`src/rtl/b_type_branch_unit_pkg.sv`:
```
// rtl/b_type_branch_unit_pkg.sv - shared RV32I branch constants, funct3 enum and immediate helper
package rv_pkg;

  localparam logic [6:0] OPC_BRANCH = 7'b1100011;

  typedef enum logic [2:0] {
    BEQ  = 3'd0,
    BNE  = 3'd1,
    BLT  = 3'd4,
    BGE  = 3'd5,
    BLTU = 3'd6,
    BGEU = 3'd7
  } branch_funct3_e;

  // B-type immediates are 13-bit signed byte offsets; widen to a 32-bit address delta
  function automatic logic [31:0] sext13to32(input logic [12:0] v);
    return {{19{v[12]}}, v};
  endfunction

endpackage

```
`src/rtl/b_type_branch_unit_if.sv`:
```
// rtl/b_type_branch_unit_if.sv - execute-stage branch operand/result bundle
interface b_type_branch_unit_if #(
  parameter int CNT_W = 32
);
  logic [6:0]       opcode;
  logic [2:0]       funct3;
  logic [12:0]      imm;
  logic [31:0]      in1;
  logic [31:0]      in2;
  logic [31:0]      pc;
  logic [31:0]      iaddr;
  logic             taken;
  logic             illegal;
  logic             misaligned;
  logic [CNT_W-1:0] branch_cnt;
  logic [CNT_W-1:0] taken_cnt;

  // Decode/issue side: supplies the instruction and observes the resolution
  modport master (
    output opcode, funct3, imm, in1, in2, pc,
    input  iaddr, taken, illegal, misaligned, branch_cnt, taken_cnt
  );

  // Branch unit side
  modport slave (
    input  opcode, funct3, imm, in1, in2, pc,
    output iaddr, taken, illegal, misaligned, branch_cnt, taken_cnt
  );
endinterface

```
`src/rtl/b_type_branch_unit_cmp.sv`:
```
// rtl/b_type_branch_unit_cmp.sv - funct3-selected operand comparator
module branch_cmp
  import rv_pkg::*;
(
  input  logic [31:0] in1_i,
  input  logic [31:0] in2_i,
  input  logic [2:0]  funct3_i,
  output logic        cond_o,
  output logic        illegal_o
);

  // Evaluate the branch condition; funct3 codes 2 and 3 have no branch meaning
  always_comb begin
    cond_o    = 1'b0;
    illegal_o = 1'b0;
    case (funct3_i)
      BEQ:     cond_o = (in1_i == in2_i);
      BNE:     cond_o = (in1_i != in2_i);
      BLT:     cond_o = ($signed(in1_i) <  $signed(in2_i));
      BGE:     cond_o = ($signed(in1_i) >= $signed(in2_i));
      BLTU:    cond_o = (in1_i <  in2_i);
      BGEU:    cond_o = (in1_i >= in2_i);
      default: illegal_o = 1'b1;
    endcase
  end

endmodule

```
`src/rtl/b_type_branch_unit.sv`:
```
// rtl/b_type_branch_unit.sv - RV32I B-type branch resolution with performance counters
module b_type_branch_unit #(
  parameter int         CNT_W      = 32,
  parameter logic [6:0] OPC_BRANCH = 7'b1100011
) (
  input  logic                   clk,
  input  logic                   rst,
  b_type_branch_unit_if.slave    bus
);
  import rv_pkg::*;

  logic             is_br;
  logic             cond;
  logic             f3_illegal;
  logic             illegal;
  logic             taken;
  logic             misaligned;
  logic [31:0]      target;
  logic [31:0]      seq_addr;
  logic [CNT_W-1:0] branch_cnt_q;
  logic [CNT_W-1:0] branch_cnt_d;
  logic [CNT_W-1:0] taken_cnt_q;
  logic [CNT_W-1:0] taken_cnt_d;

  branch_cmp u_cmp (
    .in1_i     (bus.in1),
    .in2_i     (bus.in2),
    .funct3_i  (bus.funct3),
    .cond_o    (cond),
    .illegal_o (f3_illegal)
  );

  // Resolve the next fetch address; flags never alter iaddr
  always_comb begin
    is_br      = (bus.opcode == OPC_BRANCH);
    illegal    = is_br & f3_illegal;
    taken      = is_br & cond & ~illegal;
    target     = bus.pc + sext13to32(bus.imm);
    seq_addr   = bus.pc + 32'd4;
    misaligned = taken & (target[1:0] != 2'b00);
  end

  // Next counter values: count every legal branch and every taken one
  always_comb begin
    branch_cnt_d = branch_cnt_q;
    taken_cnt_d  = taken_cnt_q;
    if (is_br && !illegal) branch_cnt_d = branch_cnt_q + CNT_W'(1);
    if (taken)             taken_cnt_d  = taken_cnt_q + CNT_W'(1);
  end

  // Counter registers clear immediately on reset and wrap naturally
  always_ff @(posedge clk or posedge rst) begin
    if (rst) begin
      branch_cnt_q <= '0;
      taken_cnt_q  <= '0;
    end else begin
      branch_cnt_q <= branch_cnt_d;
      taken_cnt_q  <= taken_cnt_d;
    end
  end

  // Drive the result bundle
  always_comb begin
    bus.iaddr      = taken ? target : seq_addr;
    bus.taken      = taken;
    bus.illegal    = illegal;
    bus.misaligned = misaligned;
    bus.branch_cnt = branch_cnt_q;
    bus.taken_cnt  = taken_cnt_q;
  end

endmodule

```
`src/flat_wrapper.sv`:
```
// flat-port wrapper written by rule: the top's interface ports become plain ports
module b_type_branch_unit_flat import rv_pkg::*;
#(
  parameter int         CNT_W      = 32,
  parameter logic [6:0] OPC_BRANCH = 7'b1100011
)
  (clk, rst, bus_opcode, bus_funct3, bus_imm, bus_in1, bus_in2, bus_pc, bus_iaddr, bus_taken, bus_illegal, bus_misaligned, bus_branch_cnt, bus_taken_cnt);
  b_type_branch_unit_if #(.CNT_W(CNT_W)) bus_i ();
  input  logic clk;
  input  logic rst;
  input wire logic [$bits(bus_i.opcode)-1:0] bus_opcode;
  input wire logic [$bits(bus_i.funct3)-1:0] bus_funct3;
  input wire logic [$bits(bus_i.imm)-1:0] bus_imm;
  input wire logic [$bits(bus_i.in1)-1:0] bus_in1;
  input wire logic [$bits(bus_i.in2)-1:0] bus_in2;
  input wire logic [$bits(bus_i.pc)-1:0] bus_pc;
  output wire logic [$bits(bus_i.iaddr)-1:0] bus_iaddr;
  output wire logic [$bits(bus_i.taken)-1:0] bus_taken;
  output wire logic [$bits(bus_i.illegal)-1:0] bus_illegal;
  output wire logic [$bits(bus_i.misaligned)-1:0] bus_misaligned;
  output wire logic [$bits(bus_i.branch_cnt)-1:0] bus_branch_cnt;
  output wire logic [$bits(bus_i.taken_cnt)-1:0] bus_taken_cnt;
  assign bus_i.opcode = bus_opcode;
  assign bus_i.funct3 = bus_funct3;
  assign bus_i.imm = bus_imm;
  assign bus_i.in1 = bus_in1;
  assign bus_i.in2 = bus_in2;
  assign bus_i.pc = bus_pc;
  assign bus_iaddr = bus_i.iaddr;
  assign bus_taken = bus_i.taken;
  assign bus_illegal = bus_i.illegal;
  assign bus_misaligned = bus_i.misaligned;
  assign bus_branch_cnt = bus_i.branch_cnt;
  assign bus_taken_cnt = bus_i.taken_cnt;
  b_type_branch_unit #(.CNT_W(CNT_W), .OPC_BRANCH(OPC_BRANCH)) u_core (.clk(clk), .rst(rst), .bus(bus_i));
endmodule
```
`config.mk`:
```
export PLATFORM = sky130hd
export DESIGN_NAME = b_type_branch_unit_flat
export DESIGN_NICKNAME = d
export VERILOG_FILES = /design/src/rtl/b_type_branch_unit_pkg.sv /design/src/rtl/b_type_branch_unit_if.sv /design/src/rtl/b_type_branch_unit_cmp.sv /design/src/rtl/b_type_branch_unit.sv /design/src/flat_wrapper.sv
export SDC_FILE = /design/constraint.sdc
export NUM_CORES = 1
export LEC_CHECK = 0
export CELL_PAD_IN_SITES_DETAIL_PLACEMENT = 0
export CELL_PAD_IN_SITES_GLOBAL_PLACEMENT = 1
export CORE_ASPECT_RATIO = 0.75
export CORE_MARGIN = 8
export CORE_UTILIZATION = 30
export DETAILED_ROUTE_END_ITERATION = 10
export HOLD_SLACK_MARGIN = 0.05
export PLACE_DENSITY = 0.75
export SLEW_MARGIN = 20
export SYNTH_ARGS = -nofsm -noshare
export SYNTH_HDL_FRONTEND = slang
export SYNTH_SLANG_ARGS = --single-unit
```
`constraint.sdc`:
```
create_clock -name clk -period 3.7 [get_ports clk]
set_input_delay 0.555 -clock clk [delete_from_list [all_inputs] [get_ports clk]]
set_output_delay 0.555 -clock clk [all_outputs]
set_load 0.05 [all_outputs]
```
==> run_results.csv <==
group,metric,value,unit
status,status,"finished with violations",
status,violations,"setup timing",
floorplan,initial_core_util,30.57,%
sta,finalHoldViolCount,0,
placement,preCtsSetupSlack,-877.0,ps
synthesis,synth.distinct_cells,59,
sta,tightest_slew,581.7,ps
synthesis,synth_edf_count,0,
sta,finClkSkew,6.188,ps
placement,port_buffers,219,
cells_and_area,diodes,0,
worst_setup_path,required,3140,ps
worst_setup_path,cp-start-kind,"input pin",
job,drv_cap,0,
synthesis,synth_top_cell_by_area,"dfrtp_1",
worst_setup_path,crit_arrival,3160,ps
clocking,root_buffer,"clkbuf_16",
worst_setup_path,crit_fanout,8,
floorplan,die_h,140.5,um
sta,rsz0062_at_grt,"yes",
placement,place_congestion,0.8683,
synthesis,synth_warnings,0,
global_routing,antenna_found_initial,0,
global_routing,grt_pass1_wl,36.78,mm
sta,slew_viol_final,0,
sta,slew_headroom,60.86,%
route,postRouteAntennaNets,0,
synthesis,ys_seq_area_share,25.84,%
global_routing,grt_pass1_vias,6939,
worst_setup_path,slowest_stage,"a211o_4",
route,postRouteWirelength,23.63,mm
floorplan,coreArea,0.02027,mm2
route,dr.pass1.iters,5,
pwr,power,2.804,mW
worst_setup_path,critPathTopFamily,"compound AO/OA/AOI/OAI gates",
clocking,clk_pin_slew,60,ps
sta,fmax,0.2692,GHz
floorplan,dieWidth,182.0,um
worst_setup_path,path_buf_inv,4,
synthesis,synthTopCellsByArea,"dfrtp_1, ha_1, xnor2_1, xor2_1, nand2_1",
synthesis,syn_area,0.006197,mm2
worst_setup_path,worstPathCellList,"clkdlybuf4s15_2, ha_4, a21o_1, a21oi_2, o221ai_1, a221o_1, a21o_1, a211o_4, buf_12, o31ai_2, buf_4, buf_12",
synthesis,syn_area_per_cell,8.197,um2
floorplan,die_area,0.02556,mm2
route,vias,6972,
synthesis,synth_seq_cells,64,
pwr,p_per_area,239.5,mW/mm2
synthesis,synthArstFlopShare,100.0,%
route,drc_errors,0,
sta,hold_slack,470.2,ps
clocking,cts_buffers,9,
route,avgViaCountPerCell,4.920,
route,first_iter_violations,365,
sta,finalWorstSetupSlack,-14.67,ps
synthesis,synth_fp_nets,944,
sta,min_period,3715,ps
route,avgRoutedWirePerCell,16.67,um
global_routing,grt_max_degree,26,
sta,setup_viol,1,
clocking,clk_path_buf_depth,2,
hold_path,min_path_type,"reg -> reg",
cells_and_area,drive_above_1_share,38.91,%
pwr,p_leak,5.153,nW
synthesis,synth-main-ff-cell,"dfrtp_1",
synthesis,syn_inst,756,
worst_setup_path,path_class,"in -> out",
placement,dpl.hpwl,17.97,mm
pwr,ir_worst_vdd,0.2101,mV
floorplan,io_pins,220,
clocking,cts_max_level,3,
worst_setup_path,critPathMaxStageDelay,400,ps
clocking,worstSkewPairLatency,330,ps
cells_and_area,area_growth,88.90,%
sta,period_share,100.4,%
synthesis,synth_top_area_share,25.84,%
clocking,cts_sinks,64,
global_routing,grt_use_total,17.49,%
clocking,cts_tree,"done",
floorplan,rows,45,
worst_setup_path,endpoint_kind,"primary output",
cells_and_area,fin_nets,1342,
global_routing,grt_remaining_overflow,0,
cells in the mapped netlist (2+ instances only):
cell / count
xnor2_1: 75
nand2_1: 74
ha_1: 66
dfrtp_1: 64
inv_1: 60
nor2_1: 56
a21oi_1: 51
nand3_1: 47
o21ai_0: 38
xor2_1: 36
nand4_1: 24
and3_1: 14
a21o_1: 13
and4_1: 13
nor2b_1: 11
nor3_1: 10
nand2b_1: 9
a31oi_1: 6
mux2_2: 6
and2_1: 5
o211ai_1: 5
o31ai_1: 5
buf_2: 4
clkbuf_1: 4
mux2i_1: 4
nor4_1: 4
o21a_1: 4
or3_1: 4
o21bai_1: 3
or2_2: 3
a2111oi_0: 2
a211o_1: 2
a211oi_1: 2
a21boi_0: 2
and3b_1: 2
buf_1: 2
nand4b_1: 2
nor4_4: 2
o2111ai_1: 2
cell usage in the layout (no fill, tap or decap), types with 29 or more instances in the layout:
cell             netlist  layout
buf_4                  0     163
clkdlybuf4s50_1        0      86
xnor2_1               75      72
nand2_1               74      69
dfrtp_1               64      64
nor2_1                56      53
nand3_1               47      45
ha_4                   0      44
xor2_1                36      35
buf_12                 0      35
dlygate4sd2_1          0      33
inv_1                 60      29
a21oi_1               51      29
inv_2                  0      29
per-layer routing:
layer | track usage, % | vias to the layer above | wire, um
met4 | 2.798 | 0 | 235
met2 | 28.51 | 195 | 10890
met1 | 24.00 | 3273 | 11310
li1 | - | 3485 | -
met3 | 3.282 | 19 | 1191
met5 | 0 | - | 0
state kept, by name (all words and copies together) (netlist names):
signal and cells:
u_core.bus.branch_cnt 32, u_core.bus.taken_cnt 32
final cells by class:
| class | instances | area (um2) |
|---|---|---|
| clock buffers | 9 | 225.2 |
| inverters | 60 | 231.5 |
| well taps | 258 | 322.8 |
| multi-input cells | 622 | 5435 |
| repair buffers | 397 | 3785 |
| clock inverters | 7 | 105.1 |
| flip-flops and latches | 64 | 1602 |
| fillers | 1767 | 8563 |
where the power goes:
part,leakage [nW],switching [mW],internal (mW)
combinational,4.13,0.566,0.601
sequential,0.862,0.00686,0.705
clock,0.158,0.327,0.597
path summary, 6_finish.rpt:
check,start,end,slack [ps],depth (start not counted)
setup / recovery,bus_in1[9],bus_iaddr[10],-10,12
hold / removal,u_core.bus.branch_cnt[31],u_core.bus.branch_cnt[31],470,1
setup reg to reg,u_core.bus.taken_cnt[2],u_core.bus.taken_cnt[31],860,9
hold reg to reg,u_core.bus.branch_cnt[31],u_core.bus.branch_cnt[31],470,1
max in group asynchronous,rst,u_core.bus.branch_cnt[19],2450,3
min in group asynchronous,rst,u_core.bus.branch_cnt[15],590,2
worst register-to-register path, stage by stage, from the launching register on:
cell	delay, ps
dfrtp_1	450
nand3_1	130
nor4_1	520
and4_1	310
and3_1	250
and3_1	300
inv_1	70
nor4_1	420
nand3_1	150
xnor2_1	140
timing repair:
item | 4_1_cts | 5_1_grt
gates cloned | 1 | 2
setup endpoints to repair | 34 | 33
hold endpoints to repair | 0 | 0
gates resized for setup | 346 | 114
setup buffers | 30 | 5
hold buffers | 0 | 0
pin swaps | 111 | 59
cells by family after synthesis:
group	share of synthesized area, %
adder cells (fa/ha/maj)	13.65
AO/OA/AOI/OAI	14.64
AND/OR/NAND/NOR	23.95
XOR/XNOR	15.69
flip-flops	25.84
multiplexers	1.736
buffers and inverters	4.502
through the flow:
stage          area, um2  utilization, %  TNS, ps  instances
2_1_floorplan       6321               -    -4227        756
3_3_place_gp       10220           50.42   -19640       1368
3_5_place_dp       10220           50.42   -20980       1368
4_1_cts            11440           56.46   -8.681       1413
5_1_grt            11710           57.75   -831.9       1417
6_report           11710           57.75   -14.67       1417
Note: power is estimated with default switching activity, not from simulation.
